**config.mk**
```make
export PLATFORM = sky130hd
export DESIGN_NAME = compute_ctrl_mb
export DESIGN_NICKNAME = d
export VERILOG_FILES = /design/src/rtl/compute_ctrl_pkg.sv /design/src/rtl/compute_ctrl_mb_acc_bank_tracker.sv /design/src/rtl/compute_ctrl_mb.sv
export SDC_FILE = /design/constraint.sdc
export NUM_CORES = 1
export LEC_CHECK = 0
export BUFFER_PORTS_ARGS = -buffer_cell sky130_fd_sc_hd__clkbuf_2
export CORE_AREA = 2 2 58 60
export CTS_CLUSTER_DIAMETER = 150
export CTS_CLUSTER_SIZE = 25
export DETAILED_ROUTE_END_ITERATION = 8
export DIE_AREA = 0 0 60 62
export HOLD_SLACK_MARGIN = 0.06
export PLACE_DENSITY = 0.49
export SYNTH_ARGS = -nofsm -noshare
export SYNTH_HDL_FRONTEND = slang
export SYNTH_SLANG_ARGS = --single-unit
```
**constraint.sdc**
```tcl
create_clock -name clk -period 3.96 [get_ports clk]
set_input_delay 0.198 -clock clk [delete_from_list [all_inputs] [get_ports clk]]
set_output_delay 0.198 -clock clk [all_outputs]
set_load 0.02 [all_outputs]
```
**src/rtl/compute_ctrl_pkg.sv**
```systemverilog
// -----------------------------------------------------------------------------
// compute_ctrl_pkg
// Shared types for the digit-serial SIMD MAC compute controller:
//   ctrl_e    - datapath command codes driven on ctrl
//   state_e   - controller FSM states
//   sel_width - index width for n items, never narrower than one bit
// -----------------------------------------------------------------------------
package compute_ctrl_pkg;

   typedef enum logic [2:0] {
      CTRL_NOP       = 3'd0,
      CTRL_LOAD      = 3'd1,
      CTRL_NEXT_PAIR = 3'd2,
      CTRL_NEXT_A    = 3'd3,  // advance a-digit, rewind w-digit
      CTRL_NEXT_W    = 3'd4
   } ctrl_e;

   typedef enum logic [1:0] {
      ST_LOAD,
      ST_COMPUTE,
      ST_STALL
   } state_e;

   function automatic int sel_width(input int n);
      return (n > 1) ? $clog2(n) : 1;
   endfunction

endpackage

```
**src/rtl/compute_ctrl_mb_acc_bank_tracker.sv**
```systemverilog
// -----------------------------------------------------------------------------
// acc_bank_tracker
// Rotates the active accumulator bank and tracks committed banks awaiting drain.
//   clk, rst    - clock, synchronous active-low reset
//   commit      - close the active bank this cycle and move to the next one
//   drain_ack   - downstream consumed drain_bank (ignored when nothing pending)
//   acc_sel     - active accumulator bank
//   drain_req   - at least one committed bank awaits drain
//   drain_bank  - oldest committed bank
//   full        - every bank is committed right now
//   full_next   - every bank will be committed after this cycle's commit/ack
// -----------------------------------------------------------------------------
module acc_bank_tracker
   import compute_ctrl_pkg::*;
#(
   parameter int NUM_ACC = 2
) (
   input  logic                           clk,
   input  logic                           rst,
   input  logic                           commit,
   input  logic                           drain_ack,
   output logic [sel_width(NUM_ACC)-1:0]  acc_sel,
   output logic                           drain_req,
   output logic [sel_width(NUM_ACC)-1:0]  drain_bank,
   output logic                           full,
   output logic                           full_next
);

   localparam int SEL_W  = sel_width(NUM_ACC);
   localparam int PEND_W = $clog2(NUM_ACC + 1);

   logic [PEND_W-1:0] pending, pending_n;
   logic [SEL_W-1:0]  acc_sel_n;
   logic              take;
   logic [31:0]       diff;

   assign drain_req = (pending != '0);
   assign take      = drain_ack & drain_req;
   assign full      = (pending == PEND_W'(NUM_ACC));
   assign full_next = (pending_n == PEND_W'(NUM_ACC));

   // NOTE: every variable driven here gets a default first, so no path can
   // leave it holding its old value and infer a latch.
   always_comb begin
      pending_n = pending;
      acc_sel_n = acc_sel;
      // A commit and an ack in the same cycle cancel out.
      if (commit && !take)
         pending_n = pending + PEND_W'(1);
      else if (take && !commit)
         pending_n = pending - PEND_W'(1);
      if (commit)
         acc_sel_n = (acc_sel == SEL_W'(NUM_ACC - 1)) ? '0 : acc_sel + SEL_W'(1);
   end

   // Oldest committed bank = (acc_sel - pending) mod NUM_ACC; NUM_ACC need not
   // be a power of two, so the wrap is done explicitly.
   always_comb begin
      diff = 32'(acc_sel) + 32'(NUM_ACC) - 32'(pending);
      if (diff >= 32'(NUM_ACC))
         diff = diff - 32'(NUM_ACC);
      drain_bank = SEL_W'(diff);
   end

   // NOTE: state registers use non-blocking assignments so every flop samples
   // the pre-edge values regardless of statement order.
   always_ff @(posedge clk) begin
      if (!rst) begin
         pending <= '0;
         acc_sel <= '0;
      end else begin
         pending <= pending_n;
         acc_sel <= acc_sel_n;
      end
   end

endmodule

```
**src/rtl/compute_ctrl_mb.sv**
```systemverilog
// -----------------------------------------------------------------------------
// compute_ctrl_mb
// PE compute controller: loads SIMD activation/weight pairs per group (optionally
// storing only nonzero-product pairs), walks the a-digit x w-digit loop for each
// stored pair, and rotates results across NUM_ACC accumulator banks drained by
// a req/ack handshake.
//   clk, rst        - clock, synchronous active-low reset
//   aw_valid/ready  - input pair handshake
//   eow             - end of window, qualified by the accepted beat
//   nz, skip_en     - pair has nonzero product / store only such pairs
//   a_last, w_last  - current digit is the last nonzero digit
//   ctrl            - datapath command (ctrl_e)
//   compute_write   - accumulate current partial product
//   acc_sel         - active accumulator bank
//   drain_req/bank  - oldest committed bank awaiting drain
//   drain_ack       - downstream consumed drain_bank
// -----------------------------------------------------------------------------
module compute_ctrl_mb
   import compute_ctrl_pkg::*;
#(
   parameter int SIMD     = 4,
   parameter int A_DIGITS = 4,
   parameter int W_DIGITS = 4,
   parameter int NUM_ACC  = 2
) (
   input  logic                           clk,
   input  logic                           rst,
   input  logic                           aw_valid,
   output logic                           aw_ready,
   input  logic                           eow,
   input  logic                           nz,
   input  logic                           skip_en,
   input  logic                           a_last,
   input  logic                           w_last,
   output logic [2:0]                     ctrl,
   output logic                           compute_write,
   output logic [sel_width(NUM_ACC)-1:0]  acc_sel,
   output logic                           drain_req,
   output logic [sel_width(NUM_ACC)-1:0]  drain_bank,
   input  logic                           drain_ack
);

   localparam int SLOT_W = sel_width(SIMD);
   localparam int CNT_W  = $clog2(SIMD + 1);   // nz_cnt reaches SIMD
   localparam int A_W    = sel_width(A_DIGITS);
   localparam int W_W    = sel_width(W_DIGITS);

   state_e              state, state_n;
   ctrl_e               ctrl_c;
   logic [SLOT_W-1:0]   slot, slot_n;
   logic [CNT_W-1:0]    nz_cnt, nz_n, pair_cnt, pair_n;
   logic [A_W-1:0]      a_cnt, a_n;
   logic [W_W-1:0]      w_cnt, w_n;
   logic                eow_flag, eow_n;
   logic                commit, full, full_next;
   logic                accept, store, a_end, w_end;

   assign ctrl  = ctrl_c;
   // The digit caps end the loop even if the last-digit flags never arrive.
   assign a_end = a_last | (a_cnt == A_W'(A_DIGITS - 1));
   assign w_end = w_last | (w_cnt == W_W'(W_DIGITS - 1));
   assign store = nz | ~skip_en;

   always_comb begin
      state_n       = state;
      slot_n        = slot;
      nz_n          = nz_cnt;
      pair_n        = pair_cnt;
      a_n           = a_cnt;
      w_n           = w_cnt;
      eow_n         = eow_flag;
      ctrl_c        = CTRL_NOP;
      compute_write = 1'b0;
      aw_ready      = 1'b0;
      accept        = 1'b0;
      commit        = 1'b0;

      case (state)
         ST_LOAD: begin
            aw_ready = ~full;
            accept   = aw_valid & ~full;
            if (accept) begin
               if (store) begin
                  ctrl_c = CTRL_LOAD;
                  nz_n   = nz_cnt + CNT_W'(1);
               end
               eow_n = eow_flag | eow;
               if (slot == SLOT_W'(SIMD - 1)) begin
                  slot_n = '0;
                  if (nz_n != '0) begin
                     state_n = ST_COMPUTE;
                  end else if (eow_flag | eow) begin
                     // Window with nothing to compute still closes its bank.
                     commit = 1'b1;
                     eow_n  = 1'b0;
                  end
               end else begin
                  slot_n = slot + SLOT_W'(1);
               end
            end
         end

         ST_COMPUTE: begin
            compute_write = 1'b1;
            if (!w_end) begin
               ctrl_c = CTRL_NEXT_W;
               w_n    = w_cnt + W_W'(1);
            end else if (!a_end) begin
               ctrl_c = CTRL_NEXT_A;
               a_n    = a_cnt + A_W'(1);
               w_n    = '0;
            end else begin
               ctrl_c = CTRL_NEXT_PAIR;
               a_n    = '0;
               w_n    = '0;
               if (pair_cnt + CNT_W'(1) == nz_cnt) begin
                  pair_n = '0;
                  nz_n   = '0;
                  if (eow_flag) begin
                     commit = 1'b1;
                     eow_n  = 1'b0;
                  end
                  state_n = full_next ? ST_STALL : ST_LOAD;
               end else begin
                  pair_n = pair_cnt + CNT_W'(1);
               end
            end
         end

         ST_STALL: begin
            // Leave as soon as this cycle's ack frees a bank.
            if (!full_next)
               state_n = ST_LOAD;
         end

         default: state_n = ST_LOAD;
      endcase
   end

   always_ff @(posedge clk) begin
      if (!rst) begin
         state    <= ST_LOAD;
         slot     <= '0;
         nz_cnt   <= '0;
         pair_cnt <= '0;
         a_cnt    <= '0;
         w_cnt    <= '0;
         eow_flag <= 1'b0;
      end else begin
         state    <= state_n;
         slot     <= slot_n;
         nz_cnt   <= nz_n;
         pair_cnt <= pair_n;
         a_cnt    <= a_n;
         w_cnt    <= w_n;
         eow_flag <= eow_n;
      end
   end

   acc_bank_tracker #(
      .NUM_ACC (NUM_ACC)
   ) u_banks (
      .clk        (clk),
      .rst        (rst),
      .commit     (commit),
      .drain_ack  (drain_ack),
      .acc_sel    (acc_sel),
      .drain_req  (drain_req),
      .drain_bank (drain_bank),
      .full       (full),
      .full_next  (full_next)
   );

endmodule

```
==> key figures <==
Global route
  • Wire length of the first global-routing pass: roughly 3700 um
  • Total overflow reported by the global router: 0
  • Combined global-route utilization of all metal layers: 13.7%
  • Pin count of the biggest net entering global routing: 19
  • Number of global-route vias before repair: ~860
  • Initial antenna violation count: 0

Min path
  • Startpoint of the lowest-slack hold path: rst
  • Worst hold stages: 2
  • Worst-case hold path end point: a_cnt[0]
  • Worst hold path class: in -> reg

Drt
  • Routed wirelength normalized by instance count: between 10 and 15 um
  • Sum of routed wire length over all layers: 2120 um
  • Antenna viol nets, final: 0
  • Initial detailed-routing violation count: 21
  • Avg Vias per Cell: ~4.8
  • Routed vias: roughly 890
  • Post-detailed-route DRC marker count: 0
  • Detailed-routing iteration count for the pre-antenna-repair pass: 4

Synth
  • Flip-flop and latch count after synthesis: 18
  • Count of unique library cells instantiated by Yosys: 31
  • Sequential fraction of the synthesis area: between 30% and 40%
  • Number of flops mapped to enable cells by yosys: 0
  • Async set-or-reset flop fraction in the synthesized netlist: 0%
  • Synthesis warning total: 0
  • Gate count after technology mapping: around 120
  • Avg Inst Size Synth: roughly 8.4 sq um
  • Synthesized cell area: between 1000 and 1500 sq um
  • Most common flop cell mapped by yosys: sky130_fd_sc_hd__dfxtp_1
  • Post-Syn Nets: approximately 140

Placement
  • Final HPWL from detailed placement: ~1700 um
  • Worst setup slack after placement: 1.82 ns
  • Port Buffer Count: 16
  • Area after detailed placement: between 1000 and 1500 sq um
  • Final estimated routing congestion in global placement: a little over 0.7

Timing
  • Minimum clock period: roughly 2.2 ns
  • Setup repair after global routing missed its margin: false
  • Normalized max-slew margin: ~66%
  • Number of slew-limit violations in the final report: 0
  • PnR worst setup slack: roughly 1.8 ns
  • Final hold violations: 0
  • Max Fclk: about 460 MHz
  • Slew @ Worst Pin: 0.511 ns
  • Final number of setup-violating endpoints: 0
  • Total negative slack: 0 ns
  • Maximum clock skew at final layout: about 0.0047 ns
  • Share of the cycle needed by the critical path after routing: 54.7%

Clock network
  • Clk sinks: 18
  • Maximum level of the CTS H-tree: 1
  • TritonCTS Buffers: 3
  • TritonCTS clock tree: yes
  • Library cell used as clock root buffer: sky130_fd_sc_hd__clkbuf_4
  • PostCTS Resize Cnt: 0
  • Number of setup buffers added after CTS: 0
  • Skew-Pair Late Insertion Delay: between 0.2 and 0.3 ns
  • Count of hold-fix buffers inserted at cts: 0
  • Max Buffers Root-to-Sink: 2
  • Worst-path clk slew: 0.10 ns

Worst setup path
  • Capturing element type of the critical path: register
  • First element of the critical path: u_banks.pending[0]
  • Worst r2r path cells: 8
  • Combined buffer and inverter count along the critical path: 1
  • Crit-path max FO: 5
  • Crit-path cells: inv_1 > ha_1 > nor4b_2 > and2_1 > o221ai_1 > nand2_2 > xnor2_1 > mux2i_1
  • Type of the setup path with the least slack: reg -> reg
  • Required arrival time at the worst endpoint: about 4.2 ns
  • R2R Path End: u_banks.pending[0]
  • Gate family responsible for the most delay along the worst path: simple AND/OR/NAND/NOR gates
  • Max incr delay on CP: between 0.4 and 0.5 ns
  • Total stage count of the critical path: 8
  • Beginning of the worst register-to-register path: u_banks.pending[0]
  • Reg2reg setup slack: roughly 1.8 ns
  • Slowest cell on the critical path: sky130_fd_sc_hd__nor4b_2
  • Critical path launch point type: register
  • Data arrival time at the worst-slack endpoint: between 2 and 2.5 ns

Job
  • Max-cap violations: 0

Layout
  • Most frequent cells in the layout: sky130_fd_sc_hd__dfxtp_1 (18), sky130_fd_sc_hd__nor2_1 (17), sky130_fd_sc_hd__clkbuf_2 (16), sky130_fd_sc_hd__a21oi_1 (14), sky130_fd_sc_hd__nand2_1 (10)
  • Fraction of layout instances using a drive strength above 1: about 17%
  • Post-route cell area: roughly 1200 sq um
  • Synth-to-layout area growth: 14.8%
  • Final-stage net count: 158
  • Fillcell total: approximately 340
  • Number of inserted diodes: 0
  • Most common cell after layout, fill and taps aside: sky130_fd_sc_hd__dfxtp_1

Floorplanning
  • Overall die area: roughly 3700 sq um
  • Initial cell density of the core: roughly 33%
  • Die span in x: roughly 60 um
  • Number of I/O pins: 17
  • Placement row count: 21
  • Area inside the core boundary: roughly 3200 sq um
  • Die height: between 60 and 70 um

Power and ir drop
  • Power density over the cells: 317 nW/um^2
  • VDD IR-drop max: 0.000147 V
  • Standby leakage power: 0.513 nW
  • Total design power: between 0.3 and 0.4 mW

Outcome
  • Status: complete, no violations
Yosys cell counts (2+ instances only):
library cell,n,share of area (%)
sky130_fd_sc_hd__a211oi_1,2,1.5
sky130_fd_sc_hd__a21oi_1,14,6.8
sky130_fd_sc_hd__a2bb2oi_1,2,1.7
sky130_fd_sc_hd__and2_1,2,1.2
sky130_fd_sc_hd__clkbuf_1,2,0.73
sky130_fd_sc_hd__dfxtp_1,18,35
sky130_fd_sc_hd__ha_1,7,8.5
sky130_fd_sc_hd__inv_1,5,1.8
sky130_fd_sc_hd__mux2i_1,2,1.9
sky130_fd_sc_hd__nand2_1,10,3.6
sky130_fd_sc_hd__nand2b_1,2,1.2
sky130_fd_sc_hd__nand3_1,2,0.97
sky130_fd_sc_hd__nor2_1,17,6.2
sky130_fd_sc_hd__nor2b_1,4,2.4
sky130_fd_sc_hd__nor3_1,5,2.4
sky130_fd_sc_hd__nor3_4,2,3.1
sky130_fd_sc_hd__nor4_1,2,1.2
sky130_fd_sc_hd__nor4b_1,2,1.7
sky130_fd_sc_hd__o21ai_0,6,2.9
sky130_fd_sc_hd__o2bb2ai_1,2,1.7
sky130_fd_sc_hd__xnor2_1,3,2.5
sky130_fd_sc_hd__xor2_1,3,2.5
per-stage QoR:
stage	utilization, %	std cells	hold WS, ns
detailed placement	36.6	183	0.450
global placement	36.6	183	0.445
finish	37.3	186	0.164
global route	37.3	186	0.167
CTS	37.3	186	0.153
floorplan	-	123	0.320
cell families (layout without fill, tap and decap cells):
| logic type | count (synthesis) | count (layout) | synth area share, % |
|---|---|---|---|
| mux | 2 | 2 | 1.93 |
| xor+xnor | 7 | 7 | 7.38 |
| simple gates | 53 | 53 | 28.4 |
| flops | 18 | 18 | 34.8 |
| compound gates | 28 | 28 | 16.1 |
| fa+ha+maj | 7 | 7 | 8.46 |
| buf+inv | 8 | 25 | 2.90 |
worst max-delay path by stage:
stage	end
floorplan	ctrl[0]
global placement	u_banks.pending[0]
detailed placement	u_banks.pending[0]
CTS	u_banks.pending[0]
global route	u_banks.pending[0]
finish	u_banks.pending[0]
power by group:
part / internal [mW] / switching, mW
logic: 0.0342 / 0.0529
registers: 0.190 / 0.00813
clock network: 0.0353 / 0.0564
total: 0.259 / 0.117
worst reg2reg max path: stages (launching register included):
cell                       delay, ns
sky130_fd_sc_hd__dfxtp_1        0.40
sky130_fd_sc_hd__inv_1          0.10
sky130_fd_sc_hd__ha_1           0.23
sky130_fd_sc_hd__nor4b_2        0.42
sky130_fd_sc_hd__and2_1         0.24
sky130_fd_sc_hd__o221ai_1       0.16
sky130_fd_sc_hd__nand2_2        0.16
sky130_fd_sc_hd__xnor2_1        0.19
sky130_fd_sc_hd__mux2i_1        0.21
final cells by class:
cell class                 instances  area (sq um)  area share (%)
sequential                        18           360            30.3
timing repair buffer              16          80.1            6.74
multi-input combinational         97           644            54.3
clock buffer                       3          22.5            1.90
inverter                           6          22.5            1.90
tap                               46          57.6            4.85
state kept, by name (all words and copies together), names as in the netlist, 2 cells and up:
| signal | flops |
|---|---|
| nz_cnt | 3 |
| a_cnt | 2 |
| u_banks.pending | 2 |
| pair_cnt | 3 |
| state | 2 |
| slot | 2 |
| w_cnt | 2 |
per-layer routing:
layer	vias up	global-route usage (%)	wire length, um
met5	-	0	0
met4	0	5.71	20
met3	2	1.86	44
met2	8	24.1	1050
met1	405	16.8	1010
li1	471	-	-
Note: power is estimated with default switching activity, not from simulation.
